### config.mk
export PLATFORM = sky130hd
export DESIGN_NAME = spi_master
export DESIGN_NICKNAME = d
export VERILOG_FILES = /design/src/rtl/spi_master.sv
export SDC_FILE = /design/constraint.sdc
export NUM_CORES = 1
export LEC_CHECK = 0
export BUFFER_PORTS_ARGS = -buffer_cell sky130_fd_sc_hd__buf_2
export CORE_ASPECT_RATIO = 1.1
export CORE_MARGIN = 2
export CORE_UTILIZATION = 51
export CTS_CLUSTER_DIAMETER = 80
export CTS_CLUSTER_SIZE = 25
export DETAILED_ROUTE_END_ITERATION = 10
export PLACE_DENSITY_LB_ADDON = 0.1
export SLEW_MARGIN = 15
export SYNTH_ARGS = -nofsm -noshare
export SYNTH_HDL_FRONTEND = slang
export SYNTH_SLANG_ARGS = --single-unit
### constraint.sdc
create_clock -name clk -period 2.6 [get_ports clk]
set_clock_uncertainty 0.05 [all_clocks]
set_input_delay 0.52 -clock clk [delete_from_list [all_inputs] [get_ports clk]]
set_output_delay 0.52 -clock clk [all_outputs]
set_load 0.01 [all_outputs]
### src/rtl/spi_master.sv
// spi_master: SPI mode-0 master (CPOL=0, CPHA=0), MSB first, 8-bit frames with SSEL-held bursts
// Ports: clk/PRESET clock and synchronous active-high reset; Tx_byte_data, data_in_val, hold_ssel
// request side; MISO in, MOSI/SCK/SSEL serial out; tx_ready, busy, byte_data_received and the
// data_out_ready pulse report status. All outputs are registered.
module spi_master #(
  parameter int CLK_DIV    = 4,
  parameter int SSEL_SETUP = 4,
  parameter int SSEL_IDLE  = 4
) (
  input  logic       clk,
  input  logic       PRESET,
  input  logic [7:0] Tx_byte_data,
  input  logic       data_in_val,
  input  logic       hold_ssel,
  input  logic       MISO,
  output logic       MOSI,
  output logic       SCK,
  output logic       SSEL,
  output logic       tx_ready,
  output logic [7:0] byte_data_received,
  output logic       data_out_ready,
  output logic       busy
);
  typedef enum logic [2:0] {IDLE, SETUP, SCK_LO, SCK_HI, HOLD, WAIT_NEXT, GAP} state_t;
  state_t     state_q, state_d;
  logic [7:0] cnt_q, cnt_d, len, tx_q, tx_d, rx_q, rx_d, rbyte_q, rbyte_d;
  logic [2:0] bit_q, bit_d;
  logic [1:0] miso_q;
  logic       mosi_q, mosi_d, dor_q, dor_d, sck_q, ssel_q, rdy_q, busy_q, last;
  always_comb begin
    len = state_q == SETUP ? 8'(SSEL_SETUP) : state_q == GAP ? 8'(SSEL_IDLE) : 8'(CLK_DIV);
    last = cnt_q == len - 8'd1;
    state_d = state_q;
    bit_d = bit_q;
    tx_d = tx_q;
    rx_d = rx_q;
    mosi_d = mosi_q;
    rbyte_d = rbyte_q;
    dor_d = 1'b0;
    case (state_q)
      IDLE: if (data_in_val) begin
        tx_d = Tx_byte_data;
        bit_d = 3'd0;
        mosi_d = Tx_byte_data[7];
        state_d = SETUP;
      end
      SETUP: if (last) state_d = SCK_LO;
      SCK_LO: if (last) state_d = SCK_HI;
      SCK_HI: begin
        // miso_q[1] is the pin value two clk earlier, stable since mid low phase
        if (cnt_q == 8'd0) rx_d = {rx_q[6:0], miso_q[1]};
        if (last && bit_q != 3'd7) begin
          bit_d = bit_q + 3'd1;
          tx_d = {tx_q[6:0], 1'b0};
          mosi_d = tx_q[6];
          state_d = SCK_LO;
        end else if (last) begin
          rbyte_d = rx_q;
          dor_d = 1'b1;
          state_d = HOLD;
        end
      end
      HOLD: if (last) begin
        state_d = hold_ssel ? WAIT_NEXT : GAP;
        mosi_d = hold_ssel & mosi_q;
      end
      WAIT_NEXT: if (data_in_val) begin
        tx_d = Tx_byte_data;
        bit_d = 3'd0;
        mosi_d = Tx_byte_data[7];
        state_d = SCK_LO;
      end else if (!hold_ssel) begin
        mosi_d = 1'b0;
        state_d = GAP;
      end
      GAP: if (last) state_d = IDLE;
      default: state_d = IDLE;
    endcase
    cnt_d = (state_d != state_q || state_q == IDLE || state_q == WAIT_NEXT) ? 8'd0 : cnt_q + 8'd1;
  end
  always_ff @(posedge clk) begin
    if (PRESET) begin
      state_q <= IDLE;
      cnt_q <= 8'd0;
      bit_q <= 3'd0;
      tx_q <= 8'd0;
      rx_q <= 8'd0;
      rbyte_q <= 8'd0;
      miso_q <= 2'd0;
      mosi_q <= 1'b0;
      dor_q <= 1'b0;
      sck_q <= 1'b0;
      ssel_q <= 1'b1;
      rdy_q <= 1'b1;
      busy_q <= 1'b0;
    end else begin
      state_q <= state_d;
      cnt_q <= cnt_d;
      bit_q <= bit_d;
      tx_q <= tx_d;
      rx_q <= rx_d;
      rbyte_q <= rbyte_d;
      miso_q <= {miso_q[0], MISO};
      mosi_q <= mosi_d;
      dor_q <= dor_d;
      sck_q <= state_d == SCK_HI;
      ssel_q <= state_d == IDLE || state_d == GAP;
      rdy_q <= state_d == IDLE || state_d == WAIT_NEXT;
      busy_q <= state_d != IDLE;
    end
  end
  assign MOSI = mosi_q;
  assign SCK = sck_q;
  assign SSEL = ssel_q;
  assign tx_ready = rdy_q;
  assign byte_data_received = rbyte_q;
  assign data_out_ready = dor_q;
  assign busy = busy_q;
endmodule

Word level (Yosys, flattened, before mapping)
Cells that the tools add are included.
- logic and storage cells: 77
- register bits: 45
- output and inout bits: 14
- input bits: 13
- add/sub/neg operators: 2
- bitwise gates (word level): 3
- eq/ne operators: 17
- muxes and demuxes: 24
- reduce and logical (&&, ||, !) cells: 18
- operators by type and width (kind ; number):
    $mux 3 ; 11
    $pmux 3 s7 ; 1
    $eq 3x3->1 const B ; 5
    $mux 7 ; 2
    $pmux 7 s2 ; 1
    $eq 3x2->1 const B ; 3
    $add 8x1->8 const B ; 1
    $eq 8x2->1 const B ; 1
    $logic_not 8->1 ; 1
    $logic_not 3->1 ; 2
    $mux 1 ; 6
    $ne 2x2->1 const B ; 3
    $ne 3x3->1 const B ; 2
    $pmux 3 s2 ; 1
    $reduce_and 3->1 ; 2
    $reduce_and 5->1 ; 1
    $logic_or 1x1->1 ; 4
    $pmux 1 s4 ; 1
    $reduce_bool 4->1 ; 1
    $reduce_or 2->1 ; 2
    $add 3x1->3 const B ; 1
    $eq 3x1->1 const B ; 1
    $ne 3x3->1 ; 1
    $reduce_bool 3->1 ; 1
    8 further kinds ; 9

Depth between registers and ports, before layout
Gate-level depths: netlist of run 1.
- word-level depth: 8
- gate-level depth with buffers: 8
- depth with buffers taken out: 7

Worst setup path before layout of run 1
Ideal clock, no wire load.
- path kind: reg2reg
- start: reg cnt_q[0]
- end: reg rdy_q, in the netlist tx_ready
- stages on the path, launching flop included: 9
- period minus slack after synthesis: 2521 ps
- setup time: 127 ps
- required time: 2423 ps
- data arrival time: 2344 ps
- path buffers: 2
- path slack: 79 ps
- path through: dfxtp_1 -> ha_1 -> or3b_2 -> buf_4 -> or3b_4 -> buf_6 -> and3_4 -> and3b_1 -> or3_1
- cells in the longest elaborated chain, start to end: 6
- elaborated cells between the ends (all ways): 12
- classes of those cells: eq/ne (2); mux (7); reduce/logical (3)
- ends and longest elaborated chain (what ; line ; text):
    from (decl) ; 26 ; logic [7:0] cnt_q, cnt_d, len, tx_q, tx_d, rx_q, rx_d, rbyte_q, rbyte_d;
    from (signal assigned) ; 98 ; cnt_q <= cnt_d;
    $eq 8x2->1 (*) ; 32 ; last = cnt_q == len - 8'd1;
    $mux 3 / $logic_and 1x1->1 (equally long branches) ; 57, 52 ;
    $mux 3 ; 52 ; if (last && bit_q != 3'd7) begin
    $pmux 3 s7 (*) ; 40 ; case (state_q)
    $eq 3x3->1 / $logic_not 3->1 (equally long branches) ; 108 ; rdy_q <= state_d == IDLE || state_d == WAIT_NEXT;
    $logic_or 1x1->1 (*) ; 108 ;
    to (signal assigned) ; 94 ; rdy_q <= 1'b1;
    to (signal assigned) ; 108 ;
    to (decl) ; 29 ; logic mosi_q, mosi_d, dor_q, dor_d, sck_q, ssel_q, rdy_q, busy_q, last;
Every way passes the cells marked *; elsewhere a longest branch is shown, timed or not.
A chain may end at the register's enable or synchronous reset.

Worst setup path after layout of run 1
Same ends and word-level chain as after synthesis.

==> results of run 1 <==
## worst max-delay path, delay by kind of cell, from the launching register on
kind | cells | cell delay (ns)
fa+ha+maj | 1 | 0.19
flops | 1 | 0.39
compound gates | 1 | 0.22
simple gates | 4 | 1.42
## metrics by stage
stage          util (%)  hold WS (ns)  area [um2]  setup slack (ns)  total power [W]
2_1_floorplan         -         0.364        2110            0.0793         0.000861
3_3_place_gp       57.3         0.375        2270             0.164         0.000902
3_5_place_dp       57.3         0.375        2270             0.125         0.000904
4_1_cts            59.6         0.374        2360             0.106          0.00134
5_1_grt            59.8         0.384        2370            0.0873          0.00140
6_report           59.8         0.379        2370             0.215          0.00132
## power groups by stage
stage	clock [W]	combinational [W]	sequential, W
2_1_floorplan	0	0.000112	0.000749
3_3_place_gp	0	0.000150	0.000753
3_5_place_dp	0	0.000152	0.000753
4_1_cts	0.000456	0.000153	0.000737
5_1_grt	0.000482	0.000173	0.000742
6_report	0.000434	0.000152	0.000736
## repair_timing
action | 4_1_cts | 5_1_grt
resized for setup | 0 | 1
hold buffers | 0 | 0
endpoints found under the setup margin | 0 | 1
## layer usage
layer,up-vias,wire [um],share of wire [%]
met3,6,120,3.2
li1,824,-,-
met4,0,50,1.3
met2,29,1710,45
met5,-,0,0
met1,715,1920,51
## logic make-up (layout without fill, tap and decap cells)
kind of cell | count (synthesis) | after routing | synth area share (%)
adders and majority gates | 4 | 4 | 2.38
AOI/OAI and AO/OA | 35 | 35 | 12.7
muxes | 26 | 26 | 12.4
and+or+nand+nor | 81 | 81 | 20.4
DFF | 45 | 45 | 42.8
buffers and inverters | 22 | 51 | 6.06
xor gates and xnor gates | 8 | 8 | 3.33
## flip-flops by register name, indices dropped and copies added (netlist names)
register / count
miso_q: 2
tx_q: 7
MOSI: 1
bit_q: 3
SSEL: 1
state_q: 3
data_out_ready: 1
cnt_q: 8
SCK: 1
tx_ready: 1
busy: 1
byte_data_received: 8
rx_q: 8
## synthesized netlist by cell type (all sizes together) (2+ instances only)
cell,number
mux2i,26
nand2b,2
nor3b,2
and2,2
xor2,4
a21o,2
a221oi,2
or2,2
clkbuf,7
a211oi,8
a22oi,2
inv,8
and3,6
o211ai,3
o21ai,4
or3b,3
nand3,5
buf,7
a31oi,2
ha,4
dfxtp,45
nor2b,7
a21oi,3
and3b,2
nand2,2
xnor2,4
nor2,41
## cell type report
| cell class | count | area share, % |
|---|---|---|
| Multi-Input combinational cell | 154 | 45.8 |
| Sequential cell | 45 | 38.0 |
| Timing Repair Buffer | 35 | 8.35 |
| Clock buffer | 5 | 2.91 |
| Tap cell | 52 | 2.75 |
| Inverter | 8 | 1.27 |
| Clock inverter | 3 | 0.898 |
## worst max-delay path by stage
stage	start	slack, ns	endpoint
floorplan	cnt_q[0]	0.08	tx_ready
global placement	cnt_q[0]	0.16	tx_ready
detailed placement	cnt_q[0]	0.13	tx_ready
CTS	cnt_q[0]	0.11	tx_ready
global route	cnt_q[0]	0.09	tx_ready
finish	cnt_q[0]	0.22	tx_ready
==> out/qor.txt, run 1 <==
CTS Buf Count -> 5
Clock Latency Late Sink -> 0.29 ns
Routing usage on met2 -> 30.3%
Wirelength per Cell -> 12.6 um
DR pass1 iterations -> 4
FF-to-FF path depth -> 6
Power per cell area -> 558 mW/mm2
CTS tree -> done
Area contributors post-synth -> dfxtp_1 (43%), mux2i_1 (12%), nor2_1 (7.3%), buf_6 (2.7%), a211oi_1 (2.5%)
Final count of hold timing violations -> 0
Pint -> 0.000979 W
GPL Wtd Cong -> 0.884
Sequential power share -> 55.7%
Post-route ant nets -> 0
Startpoint types -> register
Max Cap Violations -> 0
Port Buffers -> 26
Register clock-pin slew on the reported worst setup and hold paths -> 0.08 ns
CTS max path bufs -> 2
Grt met1 use -> 24.6%
Rows -> 24
Grt total ovfl -> 0
Setup Buffers After CTS -> 0
Synthesis Warnings -> 0
Rel. slew slack -> 64.5%
Synth-to-layout area growth -> 12.4%
Crit path time final -> 2.38 ns
Gate Count Post-Synth -> 221
Layout cell share with drive strength beyond 1 -> 22.0%
Data arrival, critical path -> 2.52 ns
Data required, critical path -> 2.73 ns
RSZ-0062 raised after global routing -> no
Gr busiest metal -> met2
Core area -> 0.00396 mm2
Final setup viols -> 0
Post-synth EDFFs -> 0
Actual slew at the worst max-slew pin -> 0.532 ns
CP max-delay cell -> or3b_2
Slew Limit Fails -> 0
Root buf cell -> clkbuf_8
Synth Flop Type -> dfxtp_1
DRC errors left -> 0
Share of the synthesized area in the top cell type -> 42.8%
Final critical-path share of the clock period -> 91.7%
Comb pwr share -> 11.5%
Routed WL -> 3.81 mm
Slowest stage delay, CP -> 0.54 ns
Synth Cell Area -> 0.00211 mm2
Largest net degree at the start of global routing -> 20
Hold EP -> miso_q[0]
Setup total negative slack -> 0 ns
Die Span Y -> 71.4 um
First-pass GRT wire length -> 6.92 mm
Avg Inst Size Synth -> 9.53 um2
# diodes -> 0
FF-to-FF Start -> cnt_q[0]
Synth async-reset ratio -> 0%
Hold path depth -> 2
Dpl hpwl -> 2.64 mm
Worst hold path class -> input pin to register
Fmax -> 0.419 GHz
#FFs+latches synth -> 45
Boundary Pins -> 27
Antenna violations before repair -> 0
Post-synth top area cell -> dfxtp_1
Internal reg-to-reg setup slack -> 0.22 ns
Initial DRC Count -> 83
Reg area -> 901 um2
Die Footprint -> 0.00466 mm2
Clk sinks -> 45
Max FO, Critical Path -> 9
Filler cells -> 372
Area occupied by multi-input gates -> 0.00108 mm2
R2r endpoint -> tx_ready
Vias per cell -> 5.21
Mapped Nets -> 238
H-Tree Level Count -> 2
Leakage -> 1.12 nW
GR Util All Layers -> 18.6%
Most common cell after layout, fill and taps aside -> dfxtp_1
Initial Util -> 53.2%
Switching pwr -> 0.000343 W
Switching Fraction -> 26.0%
Worst-path cell chain -> ha_1 -> or3b_2 -> or2_2 -> o211ai_1 -> and3b_1 -> or3_1
Placed Instances -> 294
Nets@finish -> 266
Outcome -> completed
VDD IR max -> 377 uV
Layout Cells excl Fill -> 302
Crit. End Element -> register
Min-delay src -> MISO
Via count -> 1574
Synth unique cells -> 48
Met3 global-route usage -> 3.45%
Crit Path Class -> register to register
Sequential element share of the synthesized area -> 42.8%
Clock Power Share -> 32.8%
Vias in the first global route -> 1554
Die X-Extent -> 65.3 um
Commonest cells after routing, fill and taps aside -> dfxtp_1 (45), nor2_1 (41), mux2i_1 (26), buf_2 (26), buf_4 (9)
(Power assumes the default switching activity.)
==> run 2, diff against run 1 <==
Clock period 2.6 ns to 2.05 ns, I/O delays scaled along.
==> run 2 against run 1 <==
  * First-iteration DRC count rose by 18%
  * Die area stayed put
  * Sequential power up 26%
  * Total power grew 31%
  * The flow now finishes with violations (setup timing)
  * Core utilization is 6.0 points higher
  * Largest cell class unchanged
  * Worst setup slack got worse by 0.36 ns
  * Highest routed layer unchanged
  * Sequential share of layout area decreased by 3.3 points
==> out/qor.txt, run 2 (synthesized netlist as in run 1, its figures left out) <==
Outcome -> complete, but fails checks
Failing checks -> setup timing
Data arrival, critical path -> 2.34 ns (-0.18 ns)
Antenna violations before repair -> 0 (unchanged)
Die X-Extent -> 65.3 um (unchanged)
Grt met1 use -> 24.7% (+0.098 points)
Crit Path Class -> register to register
Crit. End Element -> register
Fmax -> 0.457 GHz (+8.9%)
DRC errors left -> 0 (unchanged)
Final setup viols -> 14 (+14)
Initial DRC Count -> 98 (+18%)
CTS max path bufs -> 2 (unchanged)
Data required, critical path -> 2.20 ns (-0.53 ns)
CTS tree -> done
Setup total negative slack -> -1.37 ns (-1.37 ns)
Max Cap Violations -> 0 (unchanged)
WP buf/inv -> 1 (+1)
Rows -> 24 (unchanged)
Vias per cell -> 5.14 (-1.3%)
# diodes -> 0 (unchanged)
Commonest cells after routing, fill and taps aside -> dfxtp_1 (42), nor2_1 (41), buf_4 (34)
Worst-path cell chain -> or4_4 -> buf_4 -> or3b_4 -> and3_4 -> and3b_1 -> or3_1
Root buf cell -> clkbuf_8
Die Footprint -> 0.00466 mm2 (unchanged)
Nets@finish -> 292 (+9.8%)
Clock Latency Late Sink -> 0.30 ns (about the same)
Die Span Y -> 71.4 um (unchanged)
Vias in the first global route -> 1551 (-0.19%)
GPL Wtd Cong -> 0.862 (-2.5%)
Leakage -> 1.26 nW (+12%)
Cell family with most CP delay -> simple AND/OR/NAND/NOR gates
Gr busiest metal -> met2
First-pass GRT wire length -> 6.82 mm (-1.5%)
CTS Buf Count -> 5 (unchanged)
Synth-to-layout area growth -> 23.6%
Crit path time final -> 2.19 ns (-0.195 ns)
Dpl hpwl -> 2.91 mm (+10%)
Met3 global-route usage -> 4.87% (+1.4 points)
Port Buffers -> 26 (unchanged)
Largest net degree at the start of global routing -> 37 (+85%)
Boundary Pins -> 27 (unchanged)
Initial Util -> 53.2% (unchanged)
DR pass1 iterations -> 4 (unchanged)
Startpoint types -> register
Rel. slew slack -> 75.0% (+11 points)
Finished Cell Area -> 0.00261 mm2 (+10%)
Slowest stage delay, CP -> 0.56 ns (+0.02 ns)
GR Util All Layers -> 18.9% (+0.29 points)
Worst hold path class -> input pin to register
Register clock-pin slew on the reported worst setup and hold paths -> 0.09 ns (about the same)
Clk sinks -> 45 (unchanged)
RSZ-0062 raised after global routing -> yes
Actual slew at the worst max-slew pin -> 0.373 ns (-0.159 ns)
Internal reg-to-reg setup slack -> -0.14 ns (-0.36 ns)
VDD IR max -> 481 uV (+28%)
Most common cell after layout, fill and taps aside -> dfxtp_1
Routed WL -> 4.03 mm (+5.8%)
PnR worst setup slack -> -0.140 ns (-0.355 ns)
Wirelength per Cell -> 12.3 um (-2.6%)
Core area -> 0.00396 mm2 (unchanged)
Max FO, Critical Path -> 4 (-5)
Post-route ant nets -> 0 (unchanged)
H-Tree Level Count -> 2 (unchanged)
Slew Limit Fails -> 0 (unchanged)
Worst slack at placement -> -0.147 ns (-0.272 ns)
Routing usage on met2 -> 29.1% (-1.1 points)
Power per cell area -> 667 mW/mm2 (+19%)
Final critical-path share of the clock period -> 107% (+15 points)
Final count of hold timing violations -> 0 (unchanged)
Placed Area -> 0.00246 mm2 (+8.4%)
Grt total ovfl -> 0 (unchanged)
Layout cell share with drive strength beyond 1 -> 31.9% (+9.9 points)
CP max-delay cell -> or4_4
Via count -> 1687 (+7.2%)
run 2: cell count changes in the layout (fill, tap and decap cells not counted), sizes merged:
cell	delta
buf	+26
run 2: what timing repair did:
item                       4_1_cts  5_1_grt
gates cloned                     0        0
hold buffers                     0        0
buffers inserted                 1        2
gates resized for setup          2        4
setup endpoints to repair       15       19
pin swaps                        2        1
run 2: report_power, final:
| group | internal (W) | switching, W |
|---|---|---|
| logic | 0.000123 | 0.000123 |
| registers | 0.000910 | 0.0000188 |
| clock network | 0.000246 | 0.000316 |
run 2: worst reg2reg max path, delay by kind of cell (launching register included):
kind | cells | cell delay, ns
flip-flops | 1 | 0.32
buffers and inverters | 1 | 0.16
AND/OR/NAND/NOR | 5 | 1.55
run 2: path summary, 6_finish.rpt:
path / start / end / depth (start not counted)
max reg2reg: cnt_q[3] / tx_ready / 6
max: cnt_q[3] / tx_ready / 6
min: MISO / miso_q[0] / 2
min reg2reg: miso_q[0] / miso_q[1] / 1
run 2: final cells by class:
class	count	area [um2]
inverters	8	30.0
clock inverters	3	25.0
multi-input cells	154	1110
repair buffers	61	397
well taps	52	65.1
fillers	362	1360
clock buffers	5	68.8
flip-flops and latches	45	905
run 2: stage by stage:
stage               utilization (%)  total power [W]  hold WS (ns)  cells
floorplan                         -          0.00110         0.364    221
global placement               62.2          0.00117         0.372    317
detailed placement             62.2          0.00117         0.384    317
CTS                            65.0          0.00174         0.271    326
global route                   65.7          0.00182         0.270    328
finish                         65.7          0.00174         0.276    328
run 2: layer usage:
| layer | wire length (um) | share of wire, % |
|---|---|---|
| met1 | 1940 | 48 |
| met2 | 1840 | 46 |
| met3 | 146 | 3.6 |
| met4 | 102 | 2.5 |
| met5 | 0 | 0 |
==> run 3, diff against run 2 <==
Settings changed: PLACE_DENSITY from default to 0.74, PLACE_DENSITY_LB_ADDON 0.1 to default.
==> run 3 against run 2 <==
  * The run still ends with setup timing left
  * Worst hold slack worse by 0.0034 ns
  * Sequential cell count unchanged
  * Critical path depth up 2
  * Sequential power about the same
  * Routed wire length up 18%
  * Largest power group unchanged
  * Via count up 5.9%
  * Core utilization up 4.6 points
  * Final cell count up 1.5%
  * Count of clock-buffer cells in the layout unchanged
==> out/qor.txt, run 3 (synthesized netlist as in run 1, its figures left out) <==
Rel. slew slack -> 69.3% (-5.7 points)
Worst slack at placement -> -0.144 ns (+0.00301 ns)
FF-to-FF path depth -> 8 (+2)
Fmax -> 0.452 GHz (-0.95%)
Switching pwr -> 0.000461 W (+0.76%)
Clock Power Share -> 31.4% (-1.0 points)
Boundary Pins -> 27 (unchanged)
Crit. End Element -> register
Die Footprint -> 0.00466 mm2 (unchanged)
Startpoint types -> register
DR pass1 iterations -> 4 (unchanged)
Grt total ovfl -> 0 (unchanged)
Min-delay src -> MISO
Failing checks -> setup timing
GPL Wtd Cong -> 0.939 (+8.9%)
H-Tree Level Count -> 2 (unchanged)
Crit path time final -> 2.21 ns (+0.0211 ns)
Largest net degree at the start of global routing -> 37 (unchanged)
Layout cell share with drive strength beyond 1 -> 39.9% (+8.0 points)
Core area -> 0.00396 mm2 (unchanged)
Wirelength per Cell -> 14.3 um (+16%)
Slew Limit Fails -> 0 (unchanged)
PnR worst setup slack -> -0.161 ns (-0.0211 ns)
Register clock-pin slew on the reported worst setup and hold paths -> 0.09 ns (about the same)
Routed WL -> 4.75 mm (+18%)
DRC errors left -> 0 (unchanged)
R2r endpoint -> tx_ready
Die X-Extent -> 65.3 um (unchanged)
Worst-path cell chain -> ha_4 -> or3b_4 -> buf_6 -> a211oi_4 -> a221oi_4 -> buf_4 -> and3b_1 -> or3_1
Port Buffers -> 26 (unchanged)
Max Cap Violations -> 0 (unchanged)
Clk sinks -> 45 (unchanged)
Rows -> 24 (unchanged)
RSZ-0062 raised after global routing -> yes
Total power -> 0.00174 W (+0.18%)
Leakage -> 1.31 nW (+4.3%)
Dpl hpwl -> 2.98 mm (+2.5%)
VDD IR max -> 479 uV (-0.50%)
Cts hold-fix bufs -> 0 (unchanged)
Internal reg-to-reg setup slack -> -0.16 ns (-0.02 ns)
Switching Fraction -> 26.5% (+0.15 points)
CTS Buf Count -> 5 (unchanged)
Vias in the first global route -> 1698 (+9.5%)
Hold EP -> miso_q[0]
Outcome -> complete, but fails checks
Final critical-path share of the clock period -> 108% (+1.0 points)
Comb pwr share -> 15.1% (+0.9 points)
Clock Latency Late Sink -> 0.29 ns (about the same)
Worst hold path class -> input pin to register
Final count of hold timing violations -> 0 (unchanged)
Post-route ant nets -> 0 (unchanged)
Data arrival, critical path -> 2.34 ns (about the same)
Vias per cell -> 5.37 (+4.3%)
FF-to-FF Start -> cnt_q[0]
CTS tree -> done
Crit Path Class -> register to register
Initial DRC Count -> 185 (+89%)
Actual slew at the worst max-slew pin -> 0.460 ns (+0.0874 ns)
Sequential power share -> 53.5% (about the same)
Initial Util -> 53.2% (unchanged)
Power per cell area -> 625 mW/mm2 (-6.3%)
Via count -> 1787 (+5.9%)
Slowest stage delay, CP -> 0.41 ns (-0.15 ns)
Antenna violations before repair -> 0 (unchanged)
Hold path depth -> 2 (unchanged)
Synth-to-layout area growth -> 32.2%
Pint -> 0.00128 W (about the same)
Final setup viols -> 22 (+8)
Die Span Y -> 71.4 um (unchanged)
Nets@finish -> 297 (+1.7%)
# diodes -> 0 (unchanged)
Commonest cells after routing, fill and taps aside -> dfxtp_1 (40), nor2_1 (32), buf_4 (32)
Most common cell after layout, fill and taps aside -> dfxtp_1
Max FO, Critical Path -> 4 (unchanged)
First-pass GRT wire length -> 7.67 mm (+12%)
Root buf cell -> clkbuf_8
CTS max path bufs -> 2 (unchanged)
GR Util All Layers -> 21.1% (+2.2 points)
CP max-delay cell -> or3b_4
Data required, critical path -> 2.18 ns (-0.02 ns)
==> run 3: cell types whose count changed in the layout (fill, tap and decap cells not counted), sizes merged <==
cell / before / now
buf: 61 / 66
==> run 3: through the flow <==
stage	hold slack [ns]	std cells	setup TNS [ns]	cell area [um2]	util (%)
CTS	0.265	329	-1.49	2640	66.5
global placement	0.377	313	-1.02	2430	61.4
global route	0.282	333	-3.67	2790	70.3
finish	0.273	333	-1.73	2790	70.3
detailed placement	0.383	313	-1.33	2430	61.4
floorplan	0.364	221	-1.80	2140	-
==> run 3: cell type report <==
class / count / area, um2
inverters: 8 / 30.0
clock inverters: 3 / 21.3
flip-flops and latches: 45 / 907
multi-input cells: 154 / 1240
repair buffers: 66 / 454
clock buffers: 5 / 68.8
well taps: 52 / 65.1
fillers: 294 / 1180
==> run 3: critical path: cells and delay by family (launching register included) <==
kind                     cells  cell delay (ns)
adder cells (fa/ha/maj)      1             0.13
AND/OR/NAND/NOR              3             0.87
AO/OA/AOI/OAI                2             0.37
flip-flops                   1             0.36
buffers and inverters        2             0.31
==> run 3: power groups by stage <==
stage                     clock network, W  registers, W  logic (W)
after floorplan                          0      0.000951   0.000145
after global placement                   0      0.000949   0.000214
after detailed placement                 0      0.000950   0.000217
after CTS                         0.000563      0.000930   0.000237
after global routing              0.000602      0.000935   0.000289
final                             0.000547      0.000931   0.000262
==> run 3: how the worst max path moves through the flow <==
| stage | end | slack (ns) | depth (start not counted) | start |
|---|---|---|---|---|
| 5_1_grt | tx_ready | -0.25 | 8 | cnt_q[0] |
| 3_5_place_dp | tx_q[6] | -0.14 | 7 | cnt_q[2] |
| 2_1_floorplan | tx_ready | -0.28 | 8 | cnt_q[0] |
| 3_3_place_gp | tx_ready | -0.11 | 5 | cnt_q[2] |
| 4_1_cts | tx_q[0] | -0.14 | 8 | cnt_q[0] |
| 6_report | tx_ready | -0.16 | 8 | cnt_q[0] |
==> run 3: timing repair <==
item | 4_1_cts | 5_1_grt
buffers inserted | 7 | 6
gates resized for setup | 14 | 27
pin swaps | 8 | 18
setup endpoints to repair | 15 | 31
gates cloned | 1 | 0
==> run 3: layer usage <==
layer | global-route usage [%] | vias to the layer above | wire (um)
met5 | 0 | - | 0
met4 | 8.10 | 0 | 108
met3 | 3.92 | 10 | 181
met2 | 35.9 | 47 | 2390
met1 | 26.5 | 845 | 2070
li1 | - | 885 | -
